**src/rtl/shape_raster.sv**
```systemverilog
// Rasterises rectangle / Bresenham line commands into a valid/ready pixel stream.
// Optional macro RASTER_RECT_FILL_EN switches rectangles from outline to filled box.
module shape_raster #(
  parameter int COORD_W = 8
) (
  input  logic               clk,
  input  logic               rst,
  input  logic [1:0]         mode,
  input  logic [COORD_W-1:0] point_a_x,
  input  logic [COORD_W-1:0] point_a_y,
  input  logic [COORD_W-1:0] point_b_x,
  input  logic [COORD_W-1:0] point_b_y,
  input  logic               shape_trigger,
  output logic [COORD_W-1:0] pix_x,
  output logic [COORD_W-1:0] pix_y,
  output logic               pix_valid,
  input  logic               pix_ready,
  output logic               busy,
  output logic               done
);

`ifdef RASTER_RECT_FILL_EN
  localparam bit FILL = 1'b1;
`else
  localparam bit FILL = 1'b0;
`endif

  typedef enum logic [1:0] {IDLE, SETUP, EMIT, DONE} state_t;
  typedef enum logic [1:0] {MODE_NOP0, MODE_RECT, MODE_LINE, MODE_NOP3} mode_t;

  state_t state, state_nxt;

  logic                      is_line;
  logic [COORD_W-1:0]        a_x, a_y, b_x, b_y;
  logic [COORD_W-1:0]        x0, x1, y0, y1;
  logic [COORD_W:0]          dx;
  logic signed [COORD_W+1:0] dy, err;
  logic                      x_neg, y_neg;

  logic start, last;
  assign start = shape_trigger && (mode == MODE_RECT || mode == MODE_LINE);
  assign last  = is_line ? (pix_x == b_x && pix_y == b_y) : (pix_x == x1 && pix_y == y1);

  // Setup terms derived from the latched command
  logic [COORD_W:0]          dx_c, dy_mag;
  logic signed [COORD_W+1:0] dy_c, err_c;
  logic [COORD_W-1:0]        min_x, max_x, min_y, max_y;
  always_comb begin
    min_x  = (point_le(a_x, b_x)) ? a_x : b_x;
    max_x  = (point_le(a_x, b_x)) ? b_x : a_x;
    min_y  = (point_le(a_y, b_y)) ? a_y : b_y;
    max_y  = (point_le(a_y, b_y)) ? b_y : a_y;
    dx_c   = {1'b0, max_x} - {1'b0, min_x};
    dy_mag = {1'b0, max_y} - {1'b0, min_y};
    dy_c   = -$signed({1'b0, dy_mag});
    err_c  = $signed({1'b0, dx_c}) + dy_c;
  end

  function automatic logic point_le(input logic [COORD_W-1:0] p, input logic [COORD_W-1:0] q);
    return p <= q;
  endfunction

  // Next-pixel computation for both shape kinds
  logic signed [COORD_W+2:0] e2;
  logic                      step_x, step_y;
  logic signed [COORD_W+1:0] err_nxt;
  logic                      edge_row;
  logic [COORD_W-1:0]        nx, ny;
  always_comb begin
    e2       = $signed({err, 1'b0});
    step_x   = e2 >= $signed({dy[COORD_W+1], dy});
    step_y   = e2 <= $signed({2'b00, dx});
    err_nxt  = err + (step_x ? dy : '0) + (step_y ? $signed({1'b0, dx}) : '0);
    edge_row = FILL || pix_y == y0 || pix_y == y1;
    nx       = pix_x;
    ny       = pix_y;
    if (is_line) begin
      if (step_x) nx = x_neg ? pix_x - 1'b1 : pix_x + 1'b1;
      if (step_y) ny = y_neg ? pix_y - 1'b1 : pix_y + 1'b1;
    end else if (pix_x == x1) begin
      nx = x0;
      ny = pix_y + 1'b1;
    end else if (edge_row) begin
      nx = pix_x + 1'b1;
    end else begin
      // interior outline row: jump straight from left edge to right edge
      nx = x1;
    end
  end

  always_ff @(posedge clk or posedge rst) begin
    if (rst) state <= IDLE;
    else     state <= state_nxt;
  end

  always_comb begin
    state_nxt = state;
    case (state)
      IDLE:    if (start) state_nxt = SETUP;
      SETUP:   state_nxt = EMIT;
      EMIT:    if (pix_ready && last) state_nxt = DONE;
      DONE:    state_nxt = IDLE;
      default: state_nxt = IDLE;
    endcase
  end

  always_comb begin
    pix_valid = (state == EMIT);
    busy      = (state != IDLE);
    done      = (state == DONE);
  end

  always_ff @(posedge clk or posedge rst) begin
    if (rst) begin
      is_line <= 1'b0;
      a_x <= '0; a_y <= '0; b_x <= '0; b_y <= '0;
      x0  <= '0; x1  <= '0; y0  <= '0; y1  <= '0;
      dx  <= '0; dy  <= '0; err <= '0;
      x_neg <= 1'b0; y_neg <= 1'b0;
      pix_x <= '0; pix_y <= '0;
    end else begin
      case (state)
        IDLE: if (start) begin
          is_line <= (mode == MODE_LINE);
          a_x <= point_a_x; a_y <= point_a_y;
          b_x <= point_b_x; b_y <= point_b_y;
        end
        SETUP: begin
          x0 <= min_x; x1 <= max_x; y0 <= min_y; y1 <= max_y;
          dx <= dx_c; dy <= dy_c; err <= err_c;
          x_neg <= b_x < a_x;
          y_neg <= b_y < a_y;
          pix_x <= is_line ? a_x : min_x;
          pix_y <= is_line ? a_y : min_y;
        end
        EMIT: if (pix_ready && !last) begin
          pix_x <= nx;
          pix_y <= ny;
          err   <= err_nxt;
        end
        default: ;
      endcase
    end
  end

endmodule

```
**config.mk**
```make
export PLATFORM = sky130hd
export DESIGN_NAME = shape_raster
export DESIGN_NICKNAME = d
export VERILOG_FILES = /design/src/rtl/shape_raster.sv
export SDC_FILE = /design/constraint.sdc
export NUM_CORES = 1
export LEC_CHECK = 0
export CAP_MARGIN = 20
export CORE_UTILIZATION = 35
export DETAILED_ROUTE_END_ITERATION = 8
export PLACE_DENSITY_LB_ADDON = 0.08
export SLEW_MARGIN = 20
export SYNTH_ARGS = -nofsm -noshare
export SYNTH_HDL_FRONTEND = slang
export SYNTH_SLANG_ARGS = --single-unit
```
**constraint.sdc**
```tcl
create_clock -name clk -period 4.2 [get_ports clk]
set_input_delay 0.63 -clock clk [delete_from_list [all_inputs] [get_ports clk]]
set_output_delay 0.63 -clock clk [all_outputs]
set_load 0.02 [all_outputs]
```
==> metrics.cfg <==
[worst_hold_path]
min-delay-start=x0[1]
hold_end=x0[1]
worstHoldPathType=reg2reg
min_path_cells=2

[floorplan]
dieWidth_um=163.0
start_util_pct=35.81
io_pins=57
rows=58
die-height_um=163.0
coreArea_mm2=0.02533
die-area_mm2=0.02656

[timing]
tns_ps=-1122
fin_skew_ps=16.36
rsz0062_at_grt=yes
maxSlewHeadroom_pct=24.39
worstMarginPinSlew_ps=1130
slew_viol_final=0
hold_violations=0
setup_viol=4
setup_slack_ps=-364.3
min_period_ps=4564
fmaxAchievable_ghz=0.2191
finalCritPeriodShare_pct=108.7

[cells_and_area]
nets=1397
n_fill_cell=2478
drive_above_1_share_pct=25.65
final_common_cell=buf_4
utilization_pct=47.77
n_antenna_cell=0
seq_area_mm2=0.002854
final_cell_mix=194 x buf_4, 127 x nand2_1, 113 x dfrtp_1
multi_input_area_mm2=0.005899
area_growth_pct=33.40
final_area_mm2=0.01210

[synthesis]
synthArstFlopShare_pct=100.0
synth_nets=1192
synth_compound_area_share_pct=18.79
ys_types=71
syn-cell-area_mm2=0.009070
synth_edf_count=0
synth_fa_ha_area_share_pct=11.12
ys_ff_latch=114
ys_seq_area_share_pct=31.45
yosysTopAreaCell=dfrtp_1
synth_top_family_by_area=compound AO/OA/AOI/OAI gates
syn_area_per_cell_um2=8.398
synth_area_leaders=dfrtp_1 31%, ha_1 8.7%, mux2_2 5.8%
synth_top_area_share_pct=31.45
synth_warnings=0
synthCells=1080
muxShareOfSynthArea_pct=6.939
synth-xor-area-share_pct=8.208
synthSimpleGateAreaFrac_pct=17.66
ys.flop_type=dfrtp_1

[global_routing]
grtUsageTotal_pct=23.10
grt_pass1_vias=8146
antenna_found_initial=0
grt.overflow.total=0
grt_pass1_wl_um=46510
grt_max_degree=97

[placed_design]
placed_area_mm2=0.01127
hpwlAfterDp_um=22260
gp_congestion=0.8657
io_buffers=56
post-place-ws_ps=-446.5

[cts]
h-tree-depth=4
clk_pin_slew_worst_paths_ps=70
cts.sinks=114
ctsLongestPathBuffers=2
insertion_delay_ps=420
cts_made_buffers=17
cts_tree=built
cts_root_buffer=clkbuf_16

[worst_setup_path]
cp_max_fo=3
rr_worst_depth=21
startpoint_type=flip-flop
cp-end-kind=flip-flop
crit_required_ps=4540
reg2reg_slack_ps=-360
crit_type=reg2reg
crit_chain=ha_4 -> and2_4 -> o21ai_2 -> a311o_1 -> a211oi_2 -> a31oi_2 -> ha_2 -> a21o_1 -> o21a_1 -> or4_4 -> and2_4 -> nor4b_4 -> xor2_1 -> ha_1 -> buf_6 -> inv_2 -> o21bai_1 -> a21oi_1 -> xnor2_1 -> mux2i_1 -> o21ai_1
cp.arrival_ps=4910
timing.rr.end=err[8]
r2r-start=b_y[3]
cpPeakStageDelay_ps=480
crit_top_cell=and2_4
crit_slowest_cell=or4_4

[run_status]
status=finished with violations
violations=negative setup slack

[detailed_routing]
dr_total_vias=8400
avgRoutedWirePerCell_um=18.05
drt_iter0_markers=641
avgViaCountPerCell=5.160
antenna_left=0
drc_errors=0
dr.pass1.iters=5
drt-total-wl_um=29380

[flow_run]
max_cap_violations=0

-- Yosys cell counts (4+ instances only) --
master	n
a211oi_1	9
a21o_1	10
a21oi_1	69
a221oi_1	5
a22oi_1	5
a311oi_1	4
a31oi_1	34
and2_1	21
and3_1	5
clkbuf_1	63
dfrtp_1	114
fa_1	11
ha_1	63
inv_1	72
mux2_2	47
mux2i_1	10
nand2_1	128
nand2b_1	9
nand3_1	17
nand3b_1	4
nand4_1	10
nor2_1	96
nor2b_1	12
nor3_1	15
nor4_1	8
o211ai_1	6
o21a_1	5
o21ai_0	65
o21bai_1	8
o221ai_1	5
o22a_1	4
o31ai_1	7
xnor2_1	51
xor2_1	34
-- registers in the layout, indices dropped and copies added, names as in the netlist, 2 cells and up --
register and count:
x0 8, pix_x 8, state 2, y1 8
dx 9, b_y 8, x1 8, a_x 8
b_x 8, dy 10, pix_y 8, err 10
a_y 8, y0 8
-- logic make-up (layout without fill, tap and decap cells) --
group                      count (synthesis)  after routing
xor gates and xnor gates                  85             85
buffers and inverters                    139            357
DFF                                      114            114
muxes                                     57             57
and+or+nand+nor                          343            343
AOI/OAI and AO/OA                        268            268
adders and majority gates                 74             74
-- worst max-delay path by stage --
stage / start / end / slack, ps / depth (start not counted)
2_1_floorplan: a_y[2] / err[9] / -290 / 21
3_3_place_gp: b_y[1] / err[9] / -390 / 20
3_5_place_dp: a_y[1] / err[9] / -450 / 21
4_1_cts: b_y[3] / err[9] / -350 / 20
5_1_grt: a_y[3] / err[8] / -620 / 24
6_report: b_y[3] / err[8] / -360 / 21
-- timing repair --
item,CTS,global route
resized for setup,14,31
hold buffers,0,0
endpoints found under the setup margin,5,7
buffers inserted,5,4
pin swaps,10,17
-- cell type report --
cell class | count | share of cell area [%]
multi-input cells | 827 | 48.76
flip-flops and latches | 114 | 23.59
repair buffers | 253 | 17.16
clock buffers | 18 | 3.547
well taps | 330 | 3.413
inverters | 72 | 2.254
clock inverters | 14 | 1.282
-- critical path: cells and delay by family (launching register included) --
kind                     cells  cell delay [ps]
AND/OR/NAND/NOR              4             1130
XOR/XNOR                     2              430
flip-flops                   1              410
adder cells (fa/ha/maj)      3              780
AO/OA/AOI/OAI                9             1460
multiplexers                 1              110
buffers and inverters        2              170
-- metrics by stage --
step                cells  hold slack, ps
floorplan            1080           484.3
global placement     1586           518.5
detailed placement   1586           521.4
CTS                  1623           537.6
global route         1628           576.9
finish               1628           529.7
-- per-layer routing --
layer	global-route usage (%)	share of wire, %	vias to the layer above
li1	-	-	4180
met4	5.055	1.2	0
met1	34.23	51	4051
met5	0	0	-
met3	3.361	3.3	17
met2	35.16	45	152
Power is left out: the tool's default activity adds up to more than one toggle a clock period on the data nets, which glitch-free logic cannot reach.
